===== config.mk =====
export PLATFORM = sky130hd
export DESIGN_NAME = slowram_arbiter
export DESIGN_NICKNAME = d
export VERILOG_FILES = /design/src/rtl/iigs_pkg.sv /design/src/rtl/sync_fifo.sv /design/src/rtl/slowram_arbiter.sv
export SDC_FILE = /design/constraint.sdc
export NUM_CORES = 1
export LEC_CHECK = 0
export ABC_AREA = 1
export CAP_MARGIN = 10
export CELL_PAD_IN_SITES_DETAIL_PLACEMENT = 1
export CELL_PAD_IN_SITES_GLOBAL_PLACEMENT = 1
export CORE_AREA = 2 2 133 135
export DETAILED_ROUTE_END_ITERATION = 6
export DIE_AREA = 0 0 135 137
export GPL_TIMING_DRIVEN = 0
export PLACE_DENSITY = 0.81
export SYNTH_ARGS = -nofsm -noshare
export SYNTH_HDL_FRONTEND = slang
export SYNTH_SLANG_ARGS = --single-unit

===== constraint.sdc =====
create_clock -name clk_sys -period 5.65 [get_ports clk_sys]
set_clock_uncertainty 0.15 [all_clocks]
set_input_delay 1.13 -clock clk_sys [delete_from_list [all_inputs] [get_ports clk_sys]]
set_output_delay 1.13 -clock clk_sys [all_outputs]
set_load 0.03 [all_outputs]

===== src/rtl/iigs_pkg.sv =====
//------------------------------------------------------------------------------
// Module : iigs_pkg
// Brief  : Shared bank constants, shadow-entry type and arbiter enums for the
//          slow-RAM path.
// Rev    : 1.0
//------------------------------------------------------------------------------
`default_nettype none

package iigs_pkg;

    localparam logic [7:0]  BANK_00   = 8'h00;
    localparam logic [7:0]  BANK_01   = 8'h01;
    localparam logic [7:0]  BANK_E0   = 8'hE0;
    localparam logic [7:0]  BANK_E1   = 8'hE1;
    localparam logic [15:0] SHADOW_LO = 16'h0400;
    localparam logic [15:0] SHADOW_HI = 16'hBFFF;

    typedef struct packed {
        logic        a16;
        logic [15:0] addr;
        logic [7:0]  data;
    } shadow_entry_t;

    typedef enum logic [1:0] {
        IDLE    = 2'd0,
        ISSUE   = 2'd1,
        CAPTURE = 2'd2
    } arb_state_t;

    typedef enum logic [1:0] {
        GNT_NONE = 2'd0,
        GNT_VID  = 2'd1,
        GNT_FIFO = 2'd2,
        GNT_CPU  = 2'd3
    } arb_grant_t;

    function automatic logic is_direct(input logic [7:0] bank);
        return (bank == BANK_E0) || (bank == BANK_E1);
    endfunction

    function automatic logic is_shadow(input logic we, input logic [7:0] bank,
                                       input logic [15:0] addr, input logic en);
        return we && en && ((bank == BANK_00) || (bank == BANK_01)) &&
               (addr >= SHADOW_LO) && (addr <= SHADOW_HI);
    endfunction

endpackage

`default_nettype wire


===== src/rtl/sync_fifo.sv =====
//------------------------------------------------------------------------------
// Module : sync_fifo
// Brief  : Power-of-two synchronous FIFO with full/empty flags; a push into a
//          full FIFO is accepted when a pop happens in the same cycle.
// Rev    : 1.0
//------------------------------------------------------------------------------
`default_nettype none

module sync_fifo #(
    parameter int DEPTH = 4,
    parameter int WIDTH = 25
) (
    input  logic             clk_sys,
    input  logic             reset_n,
    input  logic             push,
    input  logic [WIDTH-1:0] push_data,
    input  logic             pop,
    output logic [WIDTH-1:0] pop_data,
    output logic             full,
    output logic             empty
);

    localparam int               c_ptr_w = $clog2(DEPTH);
    localparam logic [c_ptr_w:0] c_depth = (c_ptr_w + 1)'(DEPTH);

    logic [WIDTH-1:0]   r_mem [DEPTH];
    logic [c_ptr_w-1:0] r_wr_ptr;
    logic [c_ptr_w-1:0] r_rd_ptr;
    logic [c_ptr_w:0]   r_count;
    logic               w_do_push;
    logic               w_do_pop;

    assign full      = (r_count == c_depth);
    assign empty     = (r_count == '0);
    assign w_do_pop  = pop && !empty;
    assign w_do_push = push && (!full || w_do_pop);
    assign pop_data  = r_mem[r_rd_ptr];

    always_ff @(posedge clk_sys) begin
        if (w_do_push) begin
            r_mem[r_wr_ptr] <= push_data;
        end
    end

    // Pointers wrap for free because DEPTH is a power of two.
    always_ff @(posedge clk_sys or negedge reset_n) begin
        if (!reset_n) begin
            r_wr_ptr <= '0;
            r_rd_ptr <= '0;
            r_count  <= '0;
        end else begin
            if (w_do_push) begin
                r_wr_ptr <= r_wr_ptr + 1'b1;
            end
            if (w_do_pop) begin
                r_rd_ptr <= r_rd_ptr + 1'b1;
            end
            if (w_do_push && !w_do_pop) begin
                r_count <= r_count + 1'b1;
            end else if (w_do_pop && !w_do_push) begin
                r_count <= r_count - 1'b1;
            end
        end
    end

endmodule

`default_nettype wire


===== src/rtl/slowram_arbiter.sv =====
//------------------------------------------------------------------------------
// Module : slowram_arbiter
// Brief  : Shares the 1MHz E0/E1 slow RAM between video fetch, direct CPU
//          access and buffered 00/01 shadow writes, one access per slot.
// Rev    : 1.0
//------------------------------------------------------------------------------
`default_nettype none

module slowram_arbiter
    import iigs_pkg::*;
#(
    parameter int FIFO_DEPTH = 4,
    parameter int SLOT_DIV   = 14
) (
    input  logic        clk_sys,
    input  logic        reset_n,
    input  logic        cpu_stb,
    input  logic        cpu_we,
    input  logic [7:0]  cpu_bank,
    input  logic [15:0] cpu_addr,
    input  logic [7:0]  cpu_wdata,
    input  logic        shadow_en,
    output logic        cpu_stall,
    output logic [7:0]  cpu_rdata,
    output logic        cpu_rvalid,
    input  logic        vid_req,
    input  logic [16:0] vid_addr,
    output logic        vid_ack,
    output logic [7:0]  vid_data,
    output logic        ram_ce,
    output logic        ram_wr,
    output logic [16:0] ram_addr,
    output logic [7:0]  ram_din,
    input  logic [7:0]  ram_dout
);

    localparam int                c_slot_w    = $clog2(SLOT_DIV);
    localparam logic [c_slot_w-1:0] c_slot_last = c_slot_w'(SLOT_DIV - 1);

    logic [c_slot_w-1:0] r_slot_cnt;
    arb_state_t          r_state;
    arb_grant_t          r_grant;
    logic                r_vid_last;

    logic                r_pend_valid;
    logic                r_pend_direct;
    logic                r_pend_we;
    shadow_entry_t       r_pend_entry;

    logic                w_slot_start;
    logic                w_accept;
    logic                w_direct;
    logic                w_shadow;
    logic                w_fifo_room;
    logic                w_shadow_blocked;
    logic                w_pend_push;
    logic                w_fifo_push;
    logic                w_fifo_pop;
    logic                w_fifo_full;
    logic                w_fifo_empty;
    logic [24:0]         w_fifo_head_raw;
    shadow_entry_t       w_fifo_head;
    shadow_entry_t       w_cpu_entry;
    shadow_entry_t       w_push_entry;
    logic                w_vid_ok;
    logic                w_cpu_ok;
    arb_grant_t          w_grant;

    assign w_slot_start = (r_slot_cnt == '0);

    // A stalled CPU keeps its strobe asserted; only the first one is taken.
    assign w_accept    = cpu_stb && !r_pend_valid;
    assign w_direct    = w_accept && is_direct(cpu_bank);
    assign w_shadow    = w_accept && is_shadow(cpu_we, cpu_bank, cpu_addr, shadow_en);
    assign w_cpu_entry = '{a16: cpu_bank[0], addr: cpu_addr, data: cpu_wdata};

    assign w_fifo_pop       = (r_state == ISSUE) && (r_grant == GNT_FIFO);
    assign w_fifo_room      = !w_fifo_full || w_fifo_pop;
    assign w_shadow_blocked = w_shadow && !w_fifo_room;
    assign w_pend_push      = r_pend_valid && !r_pend_direct && w_fifo_room;
    assign w_fifo_push      = w_pend_push || (w_shadow && w_fifo_room);
    assign w_push_entry     = r_pend_valid ? r_pend_entry : w_cpu_entry;
    assign w_fifo_head      = w_fifo_head_raw;

    assign cpu_stall = w_direct || w_shadow_blocked || r_pend_valid;
    assign vid_data  = vid_ack    ? ram_dout : 8'h00;
    assign cpu_rdata = cpu_rvalid ? ram_dout : 8'h00;

    sync_fifo #(
        .DEPTH (FIFO_DEPTH),
        .WIDTH (25)
    ) u_shadow_fifo (
        .clk_sys   (clk_sys),
        .reset_n   (reset_n),
        .push      (w_fifo_push),
        .push_data (w_push_entry),
        .pop       (w_fifo_pop),
        .pop_data  (w_fifo_head_raw),
        .full      (w_fifo_full),
        .empty     (w_fifo_empty)
    );

    // Video may not take back-to-back slots while the shadow buffer is full;
    // a direct read waits for the buffer so it observes every shadowed write.
    assign w_vid_ok = vid_req && !(r_vid_last && w_fifo_full);
    assign w_cpu_ok = r_pend_valid && r_pend_direct && (r_pend_we || w_fifo_empty);

    always_comb begin
        w_grant = GNT_NONE;
        if (w_vid_ok) begin
            w_grant = GNT_VID;
        end else if (w_fifo_full) begin
            w_grant = GNT_FIFO;
        end else if (w_cpu_ok) begin
            w_grant = GNT_CPU;
        end else if (!w_fifo_empty) begin
            w_grant = GNT_FIFO;
        end
    end

    always_ff @(posedge clk_sys or negedge reset_n) begin
        if (!reset_n) begin
            r_slot_cnt    <= '0;
            r_state       <= IDLE;
            r_grant       <= GNT_NONE;
            r_vid_last    <= 1'b0;
            r_pend_valid  <= 1'b0;
            r_pend_direct <= 1'b0;
            r_pend_we     <= 1'b0;
            r_pend_entry  <= '0;
            ram_ce        <= 1'b0;
            ram_wr        <= 1'b0;
            ram_addr      <= '0;
            ram_din       <= '0;
            vid_ack       <= 1'b0;
            cpu_rvalid    <= 1'b0;
        end else begin
            r_slot_cnt <= (r_slot_cnt == c_slot_last) ? '0 : r_slot_cnt + 1'b1;
            ram_ce     <= 1'b0;
            ram_wr     <= 1'b0;
            ram_addr   <= '0;
            ram_din    <= '0;
            vid_ack    <= 1'b0;
            cpu_rvalid <= 1'b0;

            case (r_state)
                IDLE: begin
                    if (w_slot_start) begin
                        r_vid_last <= (w_grant == GNT_VID);
                        if (w_grant != GNT_NONE) begin
                            r_state <= ISSUE;
                            r_grant <= w_grant;
                            ram_ce  <= 1'b1;
                            case (w_grant)
                                GNT_VID: begin
                                    ram_addr <= vid_addr;
                                end
                                GNT_FIFO: begin
                                    ram_wr   <= 1'b1;
                                    ram_addr <= {w_fifo_head.a16, w_fifo_head.addr};
                                    ram_din  <= w_fifo_head.data;
                                end
                                default: begin
                                    ram_wr   <= r_pend_we;
                                    ram_addr <= {r_pend_entry.a16, r_pend_entry.addr};
                                    ram_din  <= r_pend_entry.data;
                                end
                            endcase
                        end
                    end
                end
                ISSUE: begin
                    r_state    <= CAPTURE;
                    vid_ack    <= (r_grant == GNT_VID);
                    cpu_rvalid <= (r_grant == GNT_CPU) && !r_pend_we;
                end
                CAPTURE: begin
                    r_state <= IDLE;
                    r_grant <= GNT_NONE;
                end
                default: begin
                    r_state <= IDLE;
                    r_grant <= GNT_NONE;
                end
            endcase

            if (w_direct) begin
                r_pend_valid  <= 1'b1;
                r_pend_direct <= 1'b1;
                r_pend_we     <= cpu_we;
                r_pend_entry  <= w_cpu_entry;
            end else if (w_shadow_blocked) begin
                r_pend_valid  <= 1'b1;
                r_pend_direct <= 1'b0;
                r_pend_we     <= 1'b1;
                r_pend_entry  <= w_cpu_entry;
            end else if (w_pend_push) begin
                r_pend_valid  <= 1'b0;
            end else if ((r_state == CAPTURE) && (r_grant == GNT_CPU)) begin
                r_pend_valid  <= 1'b0;
            end
        end
    end

endmodule

`default_nettype wire


# After elaboration in Yosys (flattened, before gate mapping)
# Memory sizes are Yosys's and may differ from the RTL's.
# Cells that the tools add are included.
# classes
eq_ne	14
muxes	45
n_bitwise	1
n_addsub	5
reduce_logical	50
order_cmp	2
# ops
operator	count
2-to-1 mux 25 bit	3
2-to-1 mux 17 bit	3
2-to-1 mux 8 bit	5
one-hot mux 17 bit (2 select lines)	1
logical AND 1 bit	22
2-to-1 mux 1 bit	18
equality test 8 bit, second input constant	2
greater-or-equal comparator 16 x 11 -> 1 bit, second input constant	1
less-or-equal comparator 16 bit, second input constant	1
2-to-1 mux 2 bit	8
one-hot mux 8 bit (2 select lines)	1
logical NOT 1 bit	9
equality test 2 bit, second input constant	4
equality test 8 x 1 -> 1 bit, second input constant	1
logical NOT 8 bit	1
logical OR 1 bit	8
one-hot mux 2 bit (2 select lines)	2
equality test 2 x 1 -> 1 bit, second input constant	3
2-to-1 mux 3 bit	2
nonzero test 2 bit	3
adder 2 x 1 -> 2 bit, second input constant	2
adder 4 x 1 -> 4 bit, second input constant	1
equality test 4 bit, second input constant	1
logical NOT 4 bit	1
other kinds (12)	14
# totals
ff_bits	73
mem_bits_rw	100
input_bits	63
mem_count	1
out_inout_bits	46
wordCells	137
# memory_table
memory	words	width	read_ports	rd_clocked_by_memory_dff	write_ports	line	rtl
u_shadow_fifo.r_mem	4	25	1	0	1	sync_fifo.sv:26	logic [WIDTH-1:0] r_mem [DEPTH];

# Longest topological paths before layout
# depth
word_depth	13
depth_mapped	14
depth_no_buf	14

# Cells and area by module
# A second synthesis with hierarchy kept.
# hier_totals
hier_cells	783
area_unflattened_um2	7731.2
# by_module_without_submodules
module	cells_each	seq_area_each_um2	area_per_inst_um2	instances
sync_fifo	329	3178.0	4312.9	1
slowram_arbiter	454	1651.6	3418.3	1

# Worst setup path after synthesis
# No wires, ideal clock.
# synth_path
path_kind	input to register
startpoint	input cpu_bank[5]
endpoint	memory u_shadow_fifo.r_mem[0][0] (enable)
arrival_ps	2863
t_required_ps	5093
setup_time_ps	407
n_path_buf	0
slack_ps	2230
cell_stages	7
cell_sequence	nor2_1 -> nand2_1 -> nor2_1 -> nand3_1 -> nand2_1 -> nand2_1 -> nor2_1
# synth_via
elab_chain_len	11
elab_cells_between_ends	12
cone_classes	eq/ne (1); mux (2); reduce/logical (9)
# synth_lines
item	line	rtl
start: declaration	slowram_arbiter.sv:19	input logic [7:0] cpu_bank,
equality test 8 x 1 -> 1 bit / logical NOT 8 bit (equally long branches)	iigs_pkg.sv:43	return we && en && ((bank == BANK_00) || (bank == BANK_01)) &&
logical OR 1 bit *	iigs_pkg.sv:43	
logical AND 1 bit * (2 in a row)	iigs_pkg.sv:43	
logical AND 1 bit *	iigs_pkg.sv:44	(addr >= SHADOW_LO) && (addr <= SHADOW_HI);
logical AND 1 bit *	slowram_arbiter.sv:74	assign w_shadow = w_accept && is_shadow(cpu_we, cpu_bank, cpu_addr, shadow_en);
logical AND 1 bit *	slowram_arbiter.sv:81	assign w_fifo_push = w_pend_push || (w_shadow && w_fifo_room);
logical OR 1 bit *	slowram_arbiter.sv:81	
logical AND 1 bit *	sync_fifo.sv:36	assign w_do_push = push && (!full || w_do_pop);
2-to-1 mux 1 bit *	sync_fifo.sv:40	if (w_do_push) begin
2-to-1 mux 1 bit (not written as such) *	sync_fifo.sv:41	r_mem[r_wr_ptr] <= push_data;
end: declaration	sync_fifo.sv:26	
# Every way passes the cells marked *; elsewhere a longest branch is shown, timed or not.

# Worst setup path in the final report
# layout_path
startpoint	input cpu_addr[14]
endpoint	output cpu_stall
# layout_via
elab_chain_len	7
elab_cells_between_ends	8
cone_classes	order compare (2); reduce/logical (6)
# layout_lines
item	line	rtl
start: declaration	slowram_arbiter.sv:20	input logic [15:0] cpu_addr,
greater-or-equal comparator 16 x 11 -> 1 bit	iigs_pkg.sv:44	
logical AND 1 bit	iigs_pkg.sv:43	
logical AND 1 bit *	iigs_pkg.sv:44	
logical AND 1 bit *	slowram_arbiter.sv:74	
logical AND 1 bit *	slowram_arbiter.sv:79	assign w_shadow_blocked = w_shadow && !w_fifo_room;
logical OR 1 bit * (2 in a row)	slowram_arbiter.sv:85	assign cpu_stall = w_direct || w_shadow_blocked || r_pend_valid;
end: declaration	slowram_arbiter.sv:23	output logic cpu_stall,
# Marked as above.

==> results.yml <==
outcome:
  status: "finished clean"
synth:
  muxShareOfSynthArea_pct: 0.150
  syn_area_per_cell_um2: 9.84
  seq_area_frac_synth_pct: 64.3
  synth_common_cells: "208 x nand2_1, 101 x nor2_1, 100 x edfxtp_1"
  ys_seq_elements: 173
  synthSimpleGateAreaFrac_pct: 19.2
  ys_async_sr_fraction_pct: 42.2
  yosysWarnings: 0
  synth_compound_area_share_pct: 9.16
  syn-cell-area_mm2: 0.00752
  syn-num-nets: 836
  synth_top_area_share_pct: 40.0
  ys_types: 28
  synth_edf_count: 100
  synth_top_family_by_area: "simple AND/OR/NAND/NOR gates"
  synth-adder-area-share_pct: 1.60
  ys_top_cells_by_area: "edfxtp_1 40%, dfrtp_1 24%, nand2_1 10%"
  synth-xor-area-share_pct: 0.350
  yosys_most_used_dff: "edfxtp_1"
  synth_area_leader_cell: "edfxtp_1"
  yosysMostFrequentCell: "nand2_1"
  syn_inst: 764
worst_setup_path:
  crit_family: "buffers and inverters"
  worstSetupPathType: "input port to output port"
  timing.reg2reg.setup_slack_ns: 2.44
  max_stage_delay_ns: 0.70
  cpMostUsedCell: "nand2_1"
  worstPathMaxFanout: 10
  worstSetupEndpointType: "output port"
  startpoint_type: "input port"
  arrival_ns: 3.39
  crit_buf_inv: 3
  path_cells: "clkdlybuf4s50_1, nand2_1, nand2_1, nor2_1, nand4_4, nand2_4, inv_1, nand2_1, clkdlybuf4s50_1"
  cp_slowest_cell: "clkdlybuf4s50_1"
  worst_ep_required_time_ns: 4.37
layout:
  n_antenna_cell: 0
  fin_area_mm2: 0.00959
  nNetsFinal: 965
  fin_cells: 1131
  syn2layout_area_growth_pct: 27.6
  drive_gt1_share_pct: 7.84
  utilization_pct: 56.2
  fillers: 1902
die:
  io_pins: 109
  die_y_um: 137
  die_x_um: 135
  coreArea_mm2: 0.0171
  num_rows: 48
  initial_core_util_pct: 44.1
  die-area_mm2: 0.0185
cts:
  htree_num_levels: 4
  insertion_delay_ns: 0.44
  cts_buffers: 17
  cts_root_buf: "clkbuf_16"
  cts.path.max_buffers: 2
  cts.sinks: 173
  path_clk_slew_ns: 0.07
  cts_resized: 0
  cts_tree: "done"
  ctsHoldBuffers: 0
  postCtsSetupRepairBufs: 0
timing:
  worstMarginPinSlew_ns: 0.967
  setup_tns_ns: 0
  clock.fmax_mhz: 214
  whs_ns: 0.341
  slew_headroom_pct: 35.4
  setup_viol: 0
  period_share_pct: 82.6
  period_minus_slack_ns: 4.67
  hold_viol_final: 0
  rsz0062_at_grt: "no"
  setup_ws_ns: 0.980
  slew_viol_final: 0
routing:
  drtAntennaViolNets: 0
  avgRoutedWirePerCell_um: 20.5
  num_vias: 6126
  avgViaCountPerCell: 5.42
  drt_wl_total_mm: 23.2
  drcViolationCount: 0
  drt_first_pass_iters: 5
  drt_iter0_markers: 494
placed_design:
  port-buffer-count: 108
  dp_cells: 1099
  dp_slack_ns: 0.987
  place.gp.congestion: 0.809
  dp.final_hpwl_mm: 15.2
  dpl_cell_area_mm2: 0.00895
power_and_ir_drop:
  p_leak_nw: 4.04
  p_per_area_mw_per_mm2: 363
  power_mw: 3.48
  max-vdd-ir-drop_v: 0.000275
grt:
  grtUsageTotal_pct: 26.1
  grt_max_degree: 53
  first_global_vias: 6573
  grt.overflow.total: 0
  grt_pass1_wl_mm: 35.6
  antenna_found_initial: 0
min_path:
  hp-class: "flop to flop"
flow_run:
  max_cap_violations: 0
==> layer usage <==
metal,part of all wire (%),wire length [um],global-route usage (%),up-vias
met3,6.2,1450,5.04,51
met2,51,11800,45.4,242
li1,-,-,-,2784
met5,0,0,0,-
met4,2.7,631,10.5,0
met1,40,9360,32.0,3049
==> worst reg2reg max path: cells and delay by family, from the launching register on <==
| kind | cells | cell delay (ns) |
|---|---|---|
| compound gates | 3 | 0.62 |
| fa+ha+maj | 1 | 0.36 |
| buf+inv | 3 | 1.09 |
| flops | 1 | 0.42 |
| simple gates | 4 | 0.48 |
==> path summary, 6_finish.rpt <==
path                                          startpoint                         to  cells after the start
worst min register to register             r_slot_cnt[0]              r_slot_cnt[0]                      1
worst max-delay path                        cpu_addr[14]                  cpu_stall                      9
worst max register to register  u_shadow_fifo.r_count[1]               ram_addr[12]                     11
worst min-delay path                       r_slot_cnt[0]              r_slot_cnt[0]                      1
min in group asynchronous                        reset_n  u_shadow_fifo.r_wr_ptr[0]                      1
max in group asynchronous                        reset_n                ram_addr[2]                      2
==> registers in the layout, indices dropped and copies added, names as in the netlist <==
register,count
r_state,2
ram_wr,1
r_pend_we,1
r_pend_direct,1
ram_ce,1
r_grant,2
vid_ack,1
ram_addr,17
u_shadow_fifo.r_rd_ptr,2
u_shadow_fifo.r_count,3
cpu_rvalid,1
r_pend_valid,1
r_pend_entry,25
u_shadow_fifo.r_mem,100
u_shadow_fifo.r_wr_ptr,2
r_vid_last,1
ram_din,8
r_slot_cnt,4
==> power breakdown <==
group	leakage [nW]	switching [mW]	internal [mW]
registers	1.88	0.0459	1.39
logic	1.85	0.553	0.242
clock network	0.312	0.503	0.749
==> cell families (layout without fill, tap and decap cells) <==
kind of cell | count (synthesis) | in the layout
and+or+nand+nor | 356 | 356
DFF | 173 | 173
AOI/OAI and AO/OA | 127 | 127
buffers and inverters | 95 | 237
adders and majority gates | 9 | 9
xor gates and xnor gates | 3 | 3
muxes | 1 | 1
==> cell usage in the layout, fill, tap and decap left out, types with 16 or more instances in the layout <==
master / synthesis / routed
nand2_1: 208 / 208
a21oi_1: 26 / 26
o21ai_0: 73 / 73
a22oi_1: 21 / 21
edfxtp_1: 100 / 100
clkdlybuf4s50_1: 0 / 107
dfrtp_1: 73 / 73
nor2_1: 101 / 97
buf_2: 16 / 16
inv_1: 53 / 53
clkbuf_1: 18 / 18
clkbuf_16: 0 / 18
nand3_1: 31 / 31
==> cell type report <==
cell class	instances	area (um^2)	share of cell area [%]
Sequential cell	173	4830	50.4
Buffer	39	189	1.97
Timing Repair Buffer	110	1130	11.7
Tap cell	225	282	2.94
Inverter	56	210	2.19
Multi-Input combinational cell	496	2320	24.2
Clock buffer	20	478	4.98
Clock inverter	12	156	1.63
No activity file was read; power rests on OpenSTA's default activity.
